==> src/rtl/oled_text_scheduler_if.sv <==
// oled_text_scheduler_if: user write port, font ROM port, OLED_interface command port and status
interface oled_text_scheduler_if #(
  parameter int CHAR_COLS  = 2,
  parameter int CHAR_ROWS  = 2,
  parameter int CHAR_W     = 8,
  parameter int GLYPH_BITS = 4
);
  localparam int NCELL = CHAR_COLS * CHAR_ROWS;
  localparam int AW    = $clog2(NCELL + 1);
  logic                  i_WR_EN;
  logic [AW-1:0]         i_WR_ADDR;
  logic [CHAR_W-1:0]     i_WR_DATA;
  logic                  i_REFRESH;
  logic [CHAR_W-1:0]     o_FONT_ADDR;
  logic [GLYPH_BITS-1:0] i_FONT_DATA;
  logic [1:0]            o_OLED_MODE;
  logic                  o_OLED_START;
  logic [GLYPH_BITS-1:0] o_OLED_PIXEL;
  logic                  i_OLED_READY;
  logic                  o_BUSY;
  logic                  o_FRAME_DONE;
  logic                  o_ERROR;
  modport master (
    input  i_WR_EN, i_WR_ADDR, i_WR_DATA, i_REFRESH, i_FONT_DATA, i_OLED_READY,
    output o_FONT_ADDR, o_OLED_MODE, o_OLED_START, o_OLED_PIXEL, o_BUSY, o_FRAME_DONE, o_ERROR
  );
  modport slave (
    output i_WR_EN, i_WR_ADDR, i_WR_DATA, i_REFRESH, i_FONT_DATA, i_OLED_READY,
    input  o_FONT_ADDR, o_OLED_MODE, o_OLED_START, o_OLED_PIXEL, o_BUSY, o_FRAME_DONE, o_ERROR
  );
endinterface

==> src/rtl/oled_text_scheduler.sv <==
// oled_text_scheduler: power-on then full-grid redraws through OLED_interface, one glyph command per cell
module oled_text_scheduler #(
  parameter int CHAR_COLS   = 2,
  parameter int CHAR_ROWS   = 2,
  parameter int CHAR_W      = 8,
  parameter int GLYPH_BITS  = 4,
  parameter int REQ_TIMEOUT = 255
) (
  input  logic i_CLK,
  input  logic i_RST,
  oled_text_scheduler_if.master bus
);
  localparam int NCELL = CHAR_COLS * CHAR_ROWS;
  localparam int CW    = $clog2(NCELL);
  // one spare address bit so out-of-range cell indices are representable and can be rejected
  localparam int AW    = $clog2(NCELL + 1);
  localparam int TW    = $clog2(REQ_TIMEOUT + 1);
  localparam logic [2:0] BOOT     = 3'd0;
  localparam logic [2:0] PWR_REQ  = 3'd1;
  localparam logic [2:0] PWR_WAIT = 3'd2;
  localparam logic [2:0] IDLE     = 3'd3;
  localparam logic [2:0] FETCH    = 3'd4;
  localparam logic [2:0] LATCH    = 3'd5;
  localparam logic [2:0] REQ      = 3'd6;
  localparam logic [2:0] WAIT     = 3'd7;

  logic [2:0]            r_state;
  logic [2:0]            w_next;
  logic [CHAR_W-1:0]     r_buf [NCELL];
  logic [CW-1:0]         r_cell;
  logic [TW-1:0]         r_cnt;
  logic                  r_dirty;
  logic                  r_done;
  logic                  r_error;
  logic [1:0]            r_mode;
  logic [GLYPH_BITS-1:0] r_pixel;
  logic                  w_wr;
  logic                  w_req;
  logic                  w_to;
  logic                  w_last;

  // write qualification, request/timeout detection and outputs derived from state
  always_comb begin
    w_wr              = bus.i_WR_EN && (bus.i_WR_ADDR < AW'(NCELL));
    w_req             = (r_state == PWR_REQ) || (r_state == REQ);
    w_to              = w_req && bus.i_OLED_READY && (r_cnt == TW'(REQ_TIMEOUT - 1));
    w_last            = r_cell == CW'(NCELL - 1);
    bus.o_OLED_START  = w_req;
    bus.o_BUSY        = r_state != IDLE;
    bus.o_FONT_ADDR   = r_buf[r_cell];
    bus.o_OLED_MODE   = r_mode;
    bus.o_OLED_PIXEL  = r_pixel;
    bus.o_FRAME_DONE  = r_done;
    bus.o_ERROR       = r_error;
  end

  // next state: READY falling wins over a timeout in the same cycle
  always_comb begin
    w_next = r_state;
    case (r_state)
      BOOT:     w_next = bus.i_OLED_READY ? PWR_REQ : BOOT;
      PWR_REQ:  w_next = !bus.i_OLED_READY ? PWR_WAIT : w_to ? BOOT : PWR_REQ;
      PWR_WAIT: w_next = bus.i_OLED_READY ? IDLE : PWR_WAIT;
      IDLE:     w_next = (r_dirty || bus.i_REFRESH) ? FETCH : IDLE;
      FETCH:    w_next = LATCH;
      LATCH:    w_next = REQ;
      REQ:      w_next = !bus.i_OLED_READY ? WAIT : w_to ? IDLE : REQ;
      WAIT:     w_next = bus.i_OLED_READY ? (w_last ? IDLE : FETCH) : WAIT;
      default:  w_next = BOOT;
    endcase
  end

  // character buffer, writable in any state
  always_ff @(posedge i_CLK or posedge i_RST) begin
    if (i_RST) begin
      for (int i = 0; i < NCELL; i++) r_buf[i] <= '0;
    end else if (w_wr) begin
      r_buf[bus.i_WR_ADDR[CW-1:0]] <= bus.i_WR_DATA;
    end
  end

  // sequencer state, cell walk, timeout counter, command registers and status flags
  always_ff @(posedge i_CLK or posedge i_RST) begin
    if (i_RST) begin
      r_state <= BOOT;
      r_dirty <= 1'b1;
      r_cell  <= '0;
      r_cnt   <= '0;
      r_mode  <= 2'b00;
      r_pixel <= '0;
      r_done  <= 1'b0;
      r_error <= 1'b0;
    end else begin
      r_state <= w_next;
      r_cnt   <= (w_next != r_state) ? '0 : w_req ? r_cnt + 1'b1 : r_cnt;
      r_dirty <= (w_wr || w_to) ? 1'b1 : (r_state == IDLE && w_next == FETCH) ? 1'b0 : r_dirty;
      r_cell  <= (r_state == IDLE) ? '0 : (r_state == WAIT && bus.i_OLED_READY && !w_last) ? r_cell + 1'b1 : r_cell;
      r_mode  <= (w_next == REQ) ? 2'b10 : (w_next == PWR_REQ) ? 2'b00 : r_mode;
      r_pixel <= (r_state == LATCH) ? bus.i_FONT_DATA : (w_next == PWR_REQ) ? '0 : r_pixel;
      r_done  <= (r_state == WAIT) && bus.i_OLED_READY && w_last;
      r_error <= r_error | w_to;
    end
  end
endmodule

==> src/flat_wrapper.sv <==
// flat-port wrapper written by rule: the top's interface ports become plain ports
module oled_text_scheduler_flat 
#(
  parameter int CHAR_COLS   = 2,
  parameter int CHAR_ROWS   = 2,
  parameter int CHAR_W      = 8,
  parameter int GLYPH_BITS  = 4,
  parameter int REQ_TIMEOUT = 255
)
  (i_CLK, i_RST, bus_i_WR_EN, bus_i_WR_ADDR, bus_i_WR_DATA, bus_i_REFRESH, bus_i_FONT_DATA, bus_i_OLED_READY, bus_o_FONT_ADDR, bus_o_OLED_MODE, bus_o_OLED_START, bus_o_OLED_PIXEL, bus_o_BUSY, bus_o_FRAME_DONE, bus_o_ERROR);
  oled_text_scheduler_if #(.CHAR_COLS(CHAR_COLS), .CHAR_ROWS(CHAR_ROWS), .CHAR_W(CHAR_W), .GLYPH_BITS(GLYPH_BITS)) bus_i ();
  input  logic i_CLK;
  input  logic i_RST;
  input wire logic [$bits(bus_i.i_WR_EN)-1:0] bus_i_WR_EN;
  input wire logic [$bits(bus_i.i_WR_ADDR)-1:0] bus_i_WR_ADDR;
  input wire logic [$bits(bus_i.i_WR_DATA)-1:0] bus_i_WR_DATA;
  input wire logic [$bits(bus_i.i_REFRESH)-1:0] bus_i_REFRESH;
  input wire logic [$bits(bus_i.i_FONT_DATA)-1:0] bus_i_FONT_DATA;
  input wire logic [$bits(bus_i.i_OLED_READY)-1:0] bus_i_OLED_READY;
  output wire logic [$bits(bus_i.o_FONT_ADDR)-1:0] bus_o_FONT_ADDR;
  output wire logic [$bits(bus_i.o_OLED_MODE)-1:0] bus_o_OLED_MODE;
  output wire logic [$bits(bus_i.o_OLED_START)-1:0] bus_o_OLED_START;
  output wire logic [$bits(bus_i.o_OLED_PIXEL)-1:0] bus_o_OLED_PIXEL;
  output wire logic [$bits(bus_i.o_BUSY)-1:0] bus_o_BUSY;
  output wire logic [$bits(bus_i.o_FRAME_DONE)-1:0] bus_o_FRAME_DONE;
  output wire logic [$bits(bus_i.o_ERROR)-1:0] bus_o_ERROR;
  assign bus_i.i_WR_EN = bus_i_WR_EN;
  assign bus_i.i_WR_ADDR = bus_i_WR_ADDR;
  assign bus_i.i_WR_DATA = bus_i_WR_DATA;
  assign bus_i.i_REFRESH = bus_i_REFRESH;
  assign bus_i.i_FONT_DATA = bus_i_FONT_DATA;
  assign bus_i.i_OLED_READY = bus_i_OLED_READY;
  assign bus_o_FONT_ADDR = bus_i.o_FONT_ADDR;
  assign bus_o_OLED_MODE = bus_i.o_OLED_MODE;
  assign bus_o_OLED_START = bus_i.o_OLED_START;
  assign bus_o_OLED_PIXEL = bus_i.o_OLED_PIXEL;
  assign bus_o_BUSY = bus_i.o_BUSY;
  assign bus_o_FRAME_DONE = bus_i.o_FRAME_DONE;
  assign bus_o_ERROR = bus_i.o_ERROR;
  oled_text_scheduler #(.CHAR_COLS(CHAR_COLS), .CHAR_ROWS(CHAR_ROWS), .CHAR_W(CHAR_W), .GLYPH_BITS(GLYPH_BITS), .REQ_TIMEOUT(REQ_TIMEOUT)) u_core (.i_CLK(i_CLK), .i_RST(i_RST), .bus(bus_i));
endmodule
==> config.mk <==
export PLATFORM = sky130hd
export DESIGN_NAME = oled_text_scheduler_flat
export DESIGN_NICKNAME = d
export VERILOG_FILES = /design/src/rtl/oled_text_scheduler_if.sv /design/src/rtl/oled_text_scheduler.sv /design/src/flat_wrapper.sv
export SDC_FILE = /design/constraint.sdc
export NUM_CORES = 1
export LEC_CHECK = 0
export BUFFER_PORTS_ARGS = -buffer_cell sky130_fd_sc_hd__buf_2
export CAP_MARGIN = 40
export CORE_MARGIN = 3
export CORE_UTILIZATION = 61
export CTS_CLUSTER_SIZE = 20
export DETAILED_ROUTE_END_ITERATION = 8
export GPL_TIMING_DRIVEN = 0
export PLACE_DENSITY_LB_ADDON = 0.15
export SYNTH_ARGS = -nofsm -noshare
export SYNTH_HDL_FRONTEND = slang
export SYNTH_SLANG_ARGS = --single-unit
==> constraint.sdc <==
create_clock -name i_CLK -period 3.7 [get_ports i_CLK]
set_clock_uncertainty 0.1 [all_clocks]
set_input_delay 0.185 -clock i_CLK [delete_from_list [all_inputs] [get_ports i_CLK]]
set_output_delay 0.185 -clock i_CLK [all_outputs]
set_load 0.01 [all_outputs]
==> impl_metrics.csv <==
group,metric,value,unit
pwr,p_sw,709,uW
placement,dp_cells,291,
setup_path,cp-end-kind,"flip-flop",
logic_synthesis,synthesis.nets,229,
clock_tree,numCtsBuffers,5,
clock_tree,postCtsSetupRepairBufs,0,
placement,place_ws,1.54,ns
timing,slew_headroom,46.0,%
clock_tree,htreeDepth,2,
global_route,first_global_vias,1793,
pwr,clkPwrFrac,20.0,%
clock_tree,clk_latency,0.30,ns
floorplanning,rows,22,
status,status,"finished clean",
drt,dr.pass1.iters,4,
timing,fin_crit_sh,60.0,%
global_route,grt_overflow,0,
layout,fillerInstances,244,
drt,drtIter0Drc,119,
global_route,antenna_found_initial,0,
job,cap_violations,0,
logic_synthesis,netlist_area,0.00258,mm^2
logic_synthesis,synthMuxAreaShare,23.5,%
logic_synthesis,synth_top_family_by_area,"multiplexers",
setup_path,worstPathMaxFanout,8,
placement,io_buffers,36,
layout,syn_to_final_growth,15.2,%
pwr,vdd_drop_max,550,uV
clock_tree,clock-sinks,53,
logic_synthesis,yosys.area_share.simple,9.28,%
pwr,internal_power,1310,uW
logic_synthesis,synth_top_area_share,50.5,%
logic_synthesis,ys_types,43,
placement,routabilityCongestion,0.895,
timing,fin_setup_tns,0,ns
global_route,grt_pass1_wl,8600,um
floorplanning,dieArea,0.00504,mm^2
clock_tree,ctsRootBufferMaster,"clkbuf_8",
timing,rsz0062_at_grt,"false",
worst_hold_path,hold_path.class,"in -> reg",
timing,fmax,451,MHz
pwr,p_seq_share,39.5,%
layout,drive_above_1_share,38.9,%
layout,stdcell_count,300,
timing,setup_viol,0,
pwr,p_comb_share,40.5,%
drt,drc_errors,0,
floorplanning,die_h,71.0,um
drt,ant_nets,0,
global_route,grt_max_degree,39,
timing,fin_crit,2.22,ns
logic_synthesis,yosysWarnings,0,
timing,fin_ws,1.48,ns
logic_synthesis,ys.flop_type,"dfrtp_1",
floorplanning,start_util,66.9,%
timing,worst_pin_slew,0.807,ns
timing,final_hold_viol_count,0,
drt,drt-total-wl,5030,um
timing,slew_viol_final,0,
clock_tree,cts_tree,"built",
logic_synthesis,syn_avg_cell_area,12.5,um^2
floorplanning,ioPinCount,38,
logic_synthesis,synth-seq-cells,53,
setup_path,worstSetupPathType,"reg -> reg",
drt,drt-vias-per-instance,6.00,
layout,diodes,0,
floorplanning,core,0.00385,mm^2
drt,vias,1801,
logic_synthesis,synth_cells,206,
logic_synthesis,synth_edf_count,0,
logic_synthesis,synth_xor_area_share,2.38,%
floorplanning,die_w,71.0,um
setup_path,crit_required,3.76,ns
pwr,finalPower,2020,uW
logic_synthesis,synth_seq_area_share,51.5,%
timing,timing.hold.ws,0.0549,ns
setup_path,start_kind,"flip-flop",
setup_path,critPathArrivalTime,2.27,ns
layout,layout.nets,274,
logic_synthesis,synthAdderAreaFrac,1.46,%
drt,post_drt_wl_per_cell,16.8,um
logic_synthesis,async_flop_share,100,%
clock_tree,clockBufferDepth,2,
logic_synthesis,synth_area_leader_cell,"dfrtp_1",
pwr,swShare,35.2,%
pwr,leakagePower,0.00133,uW
clock_tree,path_clk_slew,0.09,ns
logic_synthesis,synth_compound_area_share,9.37,%
placement,place_hpwl,3570,um
global_route,grtUsageTotal,22.1,%
pwr,p_per_area,679,mW/mm^2
logic_synthesis,synth_area_leaders,"dfrtp_1, mux2_2, mux4_2",
-- layer usage --
metal | track usage (%) | wire (um)
met5 | 0 | 0
met4 | 7.93 | 116
met3 | 4.55 | 291
met2 | 34.5 | 2390
met1 | 30.9 | 2240
-- final timing paths --
kind / start / to / slack (ns) / depth (start not counted)
worst max-delay path: u_core.r_cnt[0]$_DFFE_PP0P_ / u_core.r_cnt[1]$_DFFE_PP0P_ / 1.48 / 7
worst min-delay path: bus_i_FONT_DATA[3] / u_core.bus.o_OLED_PIXEL[3]$_DFFE_PP0P_ / 0.05 / 3
worst max register to register: u_core.r_cnt[0]$_DFFE_PP0P_ / u_core.r_cnt[1]$_DFFE_PP0P_ / 1.48 / 7
worst min register to register: u_core.bus.o_ERROR$_DFF_PP0_ / u_core.bus.o_ERROR$_DFF_PP0_ / 0.38 / 1
max in group asynchronous: i_RST / u_core.bus.o_FRAME_DONE$_DFF_PP0_ / 2.66 / 4
min in group asynchronous: i_RST / u_core.bus.o_OLED_PIXEL[0]$_DFFE_PP0P_ / 0.32 / 3
-- layout make-up --
type | count | area (um^2) | area share [%]
Clock inverter | 2 | 37.5 | 1.27
Multi-Input combinational cell | 141 | 1190 | 40.1
Buffer | 8 | 45.0 | 1.52
Tap cell | 48 | 60.1 | 2.02
Clock buffer | 6 | 82.6 | 2.78
Timing Repair Buffer | 38 | 210 | 7.09
Sequential cell | 53 | 1330 | 44.7
Inverter | 4 | 15.0 | 0.506
-- synth_stat cells (3+ instances only) --
| cell type | count |
|---|---|
| mux2_2 | 33 |
| a21oi_1 | 16 |
| xnor2_1 | 7 |
| inv_1 | 4 |
| buf_2 | 3 |
| mux4_2 | 8 |
| nand3_1 | 6 |
| nor2_1 | 8 |
| o211ai_1 | 4 |
| mux2i_1 | 4 |
| dfrtp_1 | 52 |
| ha_1 | 3 |
| o21ai_0 | 6 |
| nand2_1 | 16 |
-- logic make-up (layout without fill, tap and decap cells) --
family          after synthesis  count (layout)
simple gates                 46              46
xor+xnor                      7               7
flops                        53              53
fa+ha+maj                     3               3
buf+inv                      12              58
other cells                   1               1
mux                          46              46
compound gates               38              38
-- placed cells by master (no fill, tap or decap), types with 2 or more instances in the layout --
master / Yosys / layout
mux2i_1: 4 / 4
nand4_1: 2 / 2
mux2_2: 33 / 33
a21oi_1: 16 / 16
mux4_2: 8 / 8
nand3_1: 6 / 6
dfrtp_1: 52 / 52
nand2b_1: 2 / 2
nand2_1: 16 / 16
o21ai_0: 6 / 6
o22ai_1: 2 / 2
nor3b_2: 2 / 2
ha_1: 3 / 3
nor2_1: 8 / 8
clkbuf_8: 0 / 6
xnor2_1: 7 / 7
clkbuf_1: 2 / 2
nor2b_1: 2 / 2
o2111ai_1: 2 / 2
o211ai_1: 4 / 4
buf_2: 3 / 39
inv_1: 4 / 3
-- stage by stage --
stage               utilization, %  instance area [um^2]
floorplan                        -                  2580
global placement              73.1                  2820
detailed placement            73.6                  2840
CTS                           77.0                  2970
global route                  77.0                  2970
finish                        77.0                  2970
-- critical path: stages, from the launching register on --
cell and delay, ns:
dfrtp_1 0.40, inv_1 0.09, ha_1 0.15, nand4_1 0.17, o211a_1 0.26, a211oi_2 0.22
mux2i_2 0.49, a21oi_1 0.18
-- state kept, by name, indices dropped and copies added, names as in the netlist --
name,cells
u_core.r_buf,32
u_core.r_cnt,8
u_core.bus.o_OLED_PIXEL,4
u_core.r_state,3
u_core.r_cell,2
u_core.bus.o_ERROR,1
u_core.bus.o_FRAME_DONE,1
u_core.bus.o_OLED_MODE,1
u_core.r_dirty,1
-- power groups by stage --
stage | logic, uW | clock network (uW) | registers, uW
2_1_floorplan | 590 | 0 | 793
3_3_place_gp | 786 | 0 | 796
3_5_place_dp | 806 | 0 | 807
4_1_cts | 813 | 412 | 796
5_1_grt | 900 | 439 | 814
6_report | 816 | 403 | 796
-- what timing repair did --
item | CTS | global route
hold buffers | 1 | 0
resized for setup | 0 | 0
endpoints found under the hold margin | 14 | 0
Power figures use the tool's default switching activity.
